--- config.mk ---
export PLATFORM = sky130hd
export DESIGN_NAME = regfile_writeback
export DESIGN_NICKNAME = d
export VERILOG_FILES = /design/src/rtl/regfile_writeback.sv
export SDC_FILE = /design/constraint.sdc
export NUM_CORES = 1
export LEC_CHECK = 0
export BUFFER_PORTS_ARGS = -buffer_cell sky130_fd_sc_hd__buf_2
export CORE_UTILIZATION = 53
export CTS_CLUSTER_SIZE = 16
export DETAILED_ROUTE_END_ITERATION = 12
export PLACE_DENSITY = 0.85
export SETUP_SLACK_MARGIN = 0.02
export SLEW_MARGIN = 15
export SYNTH_ARGS = -nofsm -noshare
export SYNTH_HDL_FRONTEND = slang
export SYNTH_SLANG_ARGS = --single-unit
--- constraint.sdc ---
create_clock -name clk_i -period 3.3 [get_ports clk_i]
set_input_delay 0.165 -clock clk_i [delete_from_list [all_inputs] [get_ports clk_i]]
set_output_delay 0.165 -clock clk_i [all_outputs]
set_load 0.01 [all_outputs]
--- src/rtl/regfile_writeback.sv ---
// Writeback arbiter for the register file write port: the ALU path and an in-order load queue
// share one port, and a pending-load scoreboard lets decode stall. Optional forwarding: REGFILE_WB_BYPASS_EN.
module regfile_writeback #(
  parameter int LQ_DEPTH = 2
) (
  input  logic        clk_i,
  input  logic        rst_ni,
  input  logic        alu_valid_i,
  input  logic [4:0]  alu_rd_i,
  input  logic [31:0] alu_data_i,
  output logic        alu_ready_o,
  input  logic        lsu_valid_i,
  input  logic [4:0]  lsu_rd_i,
  input  logic [31:0] lsu_data_i,
  output logic        lsu_ready_o,
  input  logic        issue_valid_i,
  input  logic [4:0]  issue_rd_i,
  output logic [31:0] pending_o,
`ifdef REGFILE_WB_BYPASS_EN
  input  logic [4:0]  rs1_addr_i,
  input  logic [4:0]  rs2_addr_i,
  output logic        rs1_hit_o,
  output logic [31:0] rs1_fwd_o,
  output logic        rs2_hit_o,
  output logic [31:0] rs2_fwd_o,
`endif
  output logic [4:0]  rd_addr_o,
  output logic [31:0] rd_data_o,
  output logic        rd_we_o
);

  localparam int PTR_W = (LQ_DEPTH > 1) ? $clog2(LQ_DEPTH) : 1;
  localparam int CNT_W = PTR_W + 1;

  typedef struct packed {
    logic [4:0]  rd;
    logic [31:0] data;
  } wb_ent_t;

  wb_ent_t [LQ_DEPTH-1:0] q_mem;
  logic [PTR_W-1:0] wptr, rptr;
  logic [CNT_W-1:0] count;
  logic             full, empty, push, pop;
  wb_ent_t          head, win;
  logic             win_v;
  logic [31:0]      set_vec, clr_vec, pend_nxt;

  assign full        = (count == CNT_W'(LQ_DEPTH));
  assign empty       = (count == '0);
  assign lsu_ready_o = !full;
  assign alu_ready_o = !full;
  assign push        = lsu_valid_i && !full;
  assign head        = q_mem[rptr];

  // A full queue takes priority so the LSU can never be starved of return slots.
  always_comb begin
    win_v = 1'b0;
    pop   = 1'b0;
    win   = head;
    if (full) begin
      win_v = 1'b1;
      pop   = 1'b1;
    end else if (alu_valid_i) begin
      win_v = 1'b1;
      win   = '{rd: alu_rd_i, data: alu_data_i};
    end else if (!empty) begin
      win_v = 1'b1;
      pop   = 1'b1;
    end
  end

  always_ff @(posedge clk_i) begin
    if (push) q_mem[wptr] <= '{rd: lsu_rd_i, data: lsu_data_i};
  end

  always_ff @(posedge clk_i or negedge rst_ni) begin
    if (!rst_ni) begin
      wptr  <= '0;
      rptr  <= '0;
      count <= '0;
    end else begin
      if (push) wptr <= wptr + PTR_W'(1);
      if (pop)  rptr <= rptr + PTR_W'(1);
      count <= count + CNT_W'(push) - CNT_W'(pop);
    end
  end

  always_ff @(posedge clk_i or negedge rst_ni) begin
    if (!rst_ni) begin
      rd_we_o   <= 1'b0;
      rd_addr_o <= '0;
      rd_data_o <= '0;
    end else if (win_v) begin
      rd_we_o   <= (win.rd != 5'd0);
      rd_addr_o <= win.rd;
      rd_data_o <= win.data;
    end else begin
      rd_we_o   <= 1'b0;
    end
  end

  // Set beats clear so a re-issue to the same register stays pending.
  always_comb begin
    set_vec     = (issue_valid_i && issue_rd_i != 5'd0) ? (32'd1 << issue_rd_i) : 32'd0;
    clr_vec     = pop ? (32'd1 << head.rd) : 32'd0;
    pend_nxt    = (pending_o & ~clr_vec) | set_vec;
    pend_nxt[0] = 1'b0;
  end

  always_ff @(posedge clk_i or negedge rst_ni) begin
    if (!rst_ni) pending_o <= '0;
    else         pending_o <= pend_nxt;
  end

`ifdef REGFILE_WB_BYPASS_EN
  assign rs1_hit_o = rd_we_o && (rd_addr_o == rs1_addr_i) && (rs1_addr_i != 5'd0);
  assign rs2_hit_o = rd_we_o && (rd_addr_o == rs2_addr_i) && (rs2_addr_i != 5'd0);
  assign rs1_fwd_o = rd_data_o;
  assign rs2_fwd_o = rd_data_o;
`endif

endmodule

== After elaboration in Yosys (flattened, before gate mapping) ==
Cells that the tools add are included.

* Word-level logic and storage cells: 46
* Bits of input ports: 84
* Register bits after elaboration: 147
* Output and inout bits: 72

* Equality and inequality tests: 1
* Reduce and logical (&&, ||, !) cells: 7
* Shifts and indexed selects: 2
* Bitwise logic cells: 3
* Order comparisons: 3
* Mux-type cells: 15
* Add/subtract/negate cells: 4

{| class="wikitable"
|+ Operators with widths
! cell !! count
|-
| two-way mux 37 bit || 5
|-
| bitwise mux 74 bit || 1
|-
| two-way mux 32 bit || 2
|-
| << shifter 1 x 5 -> 32 bit, first input constant || 2
|-
| demux 37 bit (select 1 bit) || 1
|-
| bitwise AND 32 bit || 1
|-
| NOT 32 bit || 1
|-
| OR 32 bit || 1
|-
| nonzero test 5 bit || 2
|-
| two-way mux 1 bit || 6
|-
| less-than comparator 1 x 2 -> 1 bit, second input constant || 2
|-
| logical AND 1 bit || 3
|-
| adder 1 bit, second input constant || 2
|-
| adder 2 x 1 -> 2 bit || 1
|-
| equality test 2 bit, second input constant || 1
|-
| zero test 2 bit || 1
|-
| subtractor 2 x 1 -> 2 bit || 1
|-
| greater-or-equal comparator 1 bit, second input constant || 1
|-
| zero test 1 bit || 1
|}

== Depth between registers and ports, before layout ==
* Word-level depth: 8
* Gate-level depth with buffers: 9
* Depth with buffers taken out: 8

== Worst setup path before layout ==
No wires, ideal clock.

* Path kind: register -> register
* Start: register count[1]
* End: register q_mem[0] in the netlist's numbering (enable)
* Period minus slack after synthesis: 2786 ps
* Data required time: 2869 ps
* Setup slack: 514 ps
* Stages on the path, launching flop included: 5
* Data arrival time: 2355 ps
* Path buffers: 0
* Library setup time: 431 ps
* Path through: dfrtp_1 and2b_1 inv_2 nand2_1 nor2_1

* Longest elaborated chain between the ends: 3

{| class="wikitable"
|+ Ends and longest elaborated chain
! what !! RTL line !! text
|-
| start: declaration || 42 || <nowiki>logic [CNT_W-1:0] count;</nowiki>
|-
| start signal: assignment || 84 || <nowiki>count <= count + CNT_W'(push) - CNT_W'(pop);</nowiki>
|-
| equality test 2 bit || 48 || <nowiki>assign full = (count == CNT_W'(LQ_DEPTH));</nowiki>
|-
| zero test 1 bit || n/a ||
|-
| net alu_ready_o || 11 || <nowiki>output logic alu_ready_o,</nowiki>
|-
| logical AND 1 bit || 52 || <nowiki>assign push = lsu_valid_i && !full;</nowiki>
|-
| end signal: indexed assignment || 73 || <nowiki>if (push) q_mem[wptr] <= '{rd: lsu_rd_i, data: lsu_data_i};</nowiki>
|-
| end: declaration || 40 || <nowiki>wb_ent_t [LQ_DEPTH-1:0] q_mem;</nowiki>
|}

The timed path passes the listed nets, and every way through them passes these cells.
A chain may end at the register's enable or synchronous reset.

== Worst setup path in the final report ==
* Start: register count[1]
* End: register rd_data_o[27]

* Longest elaborated chain between the ends: 4
* Elaborated cells on any way between the ends: 6
* Classes of those cells: 1 x eq/ne; 4 x mux; 1 x reduce/logical

{| class="wikitable"
|+ Ends and longest elaborated chain
! what !! RTL line !! text
|-
| zero test 2 bit || 49 || <nowiki>assign empty = (count == '0);</nowiki>
|-
| two-way mux 1 bit || 66 || <nowiki>end else if (!empty) begin</nowiki>
|-
| two-way mux 1 bit || 63 || <nowiki>end else if (alu_valid_i) begin</nowiki>
|-
| two-way mux 1 bit || 60 || <nowiki>if (full) begin</nowiki>
|-
| end signal: assignment || 96 || <nowiki>rd_data_o <= win.data;</nowiki>
|-
| end: declaration || 28 || <nowiki>output logic [31:0] rd_data_o,</nowiki>
|}

Several ways; a longest one is shown, not always the timed one.

==> flow_metrics.py <==
metrics = {
    "synth": {
        "avgSynthCellArea_um2": 12.7,
        "async_reset_ff_frac": 0.497,
        "yosysUniqueCellTypes": 41,
        "netlist_instances": 496,
        "synth-xor-area-share": 0.00558,
        "synthAdderAreaFrac": 0.00399,
        "synth_seq_cells": 147,
        "synthMuxAreaShare": 0.0650,
        "synth_top_family_by_area": "compound AO/OA/AOI/OAI gates",
        "syn_nets": 582,
        "synth_edf_count": 74,
        "yosys.area_share.simple": 0.0821,
        "synth_compound_area_frac": 0.165,
        "yosys_most_used_dff": "edfxtp_1",
        "ys_seq_area_frac": 0.645,
        "netlist_area_um2": 6280,
        "yosys_warnings": 0,
    },
    "setup_path": {
        "criticalPathCategory": "reg2reg",
        "reg2reg_slack_ps": 880,
        "timing.critical_path.fanout_max": 29,
        "timing.rr.end": "rd_data_o[27]",
        "worst_setup_path_end_kind": "flip-flop",
        "cp_data_required_time_ps": 3560,
        "reg2reg_depth": 6,
        "cp.arrival_ps": 2680,
        "reg2reg_from": "count[1]",
        "critPathLaunchType": "flip-flop",
    },
    "placement": {
        "hpwl_mm": 10.7,
        "placedCellCount": 766,
        "gp_congestion": 0.856,
        "place.port_buffers": 154,
        "post_dp_cell_area_um2": 7110,
    },
    "drt": {
        "vias": 5166,
        "wl_mm": 17.4,
        "firstDrtPassIters": 5,
        "first_iter_violations": 437,
        "avgViaCountPerCell": 6.03,
        "ant_nets": 0,
        "drcViolationCount": 0,
        "wl_per_cell_um": 20.3,
    },
    "floorplan": {
        "die_h_um": 111,
        "rows": 39,
        "initial_utilization": 0.547,
        "core_area_um2": 11500,
        "io_pins": 156,
        "die_area_um2": 12300,
        "die_x_um": 111,
    },
    "timing": {
        "fmax_mhz": 413,
        "fin_worst_skew_ps": 9.74,
        "relSlewSlack": 0.339,
        "setup_violations": 0,
        "fin_setup_tns_ps": 0,
        "fin_crit_sh": 0.733,
        "finalHoldViolCount": 0,
        "fin_hold_ws_ps": 16.3,
        "grt_setup_unrepaired": "no",
        "worst_slew_pin_slew_ps": 989,
        "min_period_ps": 2420,
        "final_max_slew_viol_count": 0,
    },
    "min_path": {
        "hold_path_end": "rd_addr_o[4]",
        "holdPathStages": 3,
        "holdCritStartpoint": "alu_rd_i[4]",
        "hp-class": "in2reg",
    },
    "clocking": {
        "cts_resized": 0,
        "hold_buffers": 59,
        "clk_latency_ps": 430,
        "cts_tree": "built",
        "cts-root-buf": "clkbuf_16",
        "cts_buffers": 17,
        "path_clk_slew_ps": 60,
        "cts_buffer_depth": 2,
        "htreeDepth": 4,
        "cts_sinks": 147,
        "post_cts_buffers": 0,
    },
    "grt": {
        "grt-ovfl-total": 0,
        "grt_max_degree": 74,
        "grt_pass1_vias": 5376,
        "antenna_found_initial": 0,
        "grt_first_pass_wirelength_mm": 27.3,
        "grt_util_all_layers": 0.291,
    },
    "power": {
        "total_power_uw": 7580,
        "p_leak_uw": 0.00346,
        "power_density_nw_per_um2": 920,
        "peakVddDrop_mv": 0.695,
    },
    "layout": {
        "final_layout_size_suffix_gt1_frac": 0.322,
        "most-common-layout-cells": "buf_2, a22oi_1, edfxtp_1",
        "final_common_cell": "buf_2",
        "final_cells": 857,
        "syn_to_final_growth_pct": 31.2,
        "final_cell_area_um2": 8240,
        "num_antenna_cells": 0,
        "final_nets": 787,
    },
    "outcome": {
        "run_status": "complete, no violations",
    },
    "run": {
        "cap_violations": 0,
    },
}
worst max-delay path by stage:
stage,slack [ps],to,startpoint,depth (start not counted)
2_1_floorplan,510,q_mem[0],count[1],4
3_3_place_gp,1100,q_mem[58],count[1],3
3_5_place_dp,950,rd_data_o[27],count[1],6
4_1_cts,920,rd_data_o[27],count[1],6
5_1_grt,770,rd_data_o[27],count[1],6
6_report,880,rd_data_o[27],count[1],6
state kept, by name, summed over array words and instances (netlist names):
| register | flops |
|---|---|
| count | 2 |
| pending_o | 31 |
| q_mem | 74 |
| rd_addr_o | 5 |
| rd_data_o | 32 |
| rd_we_o | 1 |
| rptr | 1 |
| wptr | 1 |
stage by stage:
stage                     utilization  setup WS [ps]
final                           0.718            881
after global routing            0.718            771
after CTS                       0.718            923
after detailed placement        0.620            954
after global placement          0.620           1100
after floorplan                     -            514
kinds of logic (layout without fill, tap and decap cells):
family	after synthesis	in the layout
AOI/OAI and AO/OA	157	157
xor gates and xnor gates	4	4
adders and majority gates	2	2
buffers and inverters	36	254
DFF	147	147
muxes	36	36
other	1	1
and+or+nand+nor	113	113
worst max-delay path, stage by stage (launching register included):
cell and delay, ps:
dfrtp_1 420, and2b_2 550, inv_2 160, and2_1 400, buf_4 340, a22oi_1 230, o21ai_0 130
final cells by class:
| type | instances | area (um2) |
|---|---|---|
| flip-flops and latches | 147 | 4050 |
| fillers | 718 | 3230 |
| multi-input cells | 313 | 2040 |
| repair buffers | 219 | 1420 |
| clock buffers | 26 | 479 |
| well taps | 143 | 179 |
| clock inverters | 6 | 57.6 |
| inverters | 3 | 11.3 |
Yosys cell counts (5+ instances only):
cell type | instances | area, um2
a22oi_1 | 74 | 556
buf_2 | 13 | 65.1
buf_6 | 5 | 56.3
clkbuf_1 | 7 | 26.3
dfrtp_1 | 73 | 1830
edfxtp_1 | 74 | 2220
mux2_2 | 35 | 394
nand2_1 | 71 | 267
nor2_1 | 14 | 52.6
o21ai_0 | 39 | 195
o21ai_1 | 27 | 135
o221ai_1 | 9 | 78.8
layer usage:
layer | track usage | part of all wire
met2 | 0.472 | 0.50
met5 | 0 | 0
met3 | 0.0951 | 0.093
met1 | 0.354 | 0.38
met4 | 0.137 | 0.029
report_power, final:
group	switching, uW	internal (uW)	leakage, uW
Sequential	419	2630	0.00156
Combinational	1620	1140	0.00164
Clock	703	1070	0.000262
No activity file was read; power rests on OpenSTA's default activity.
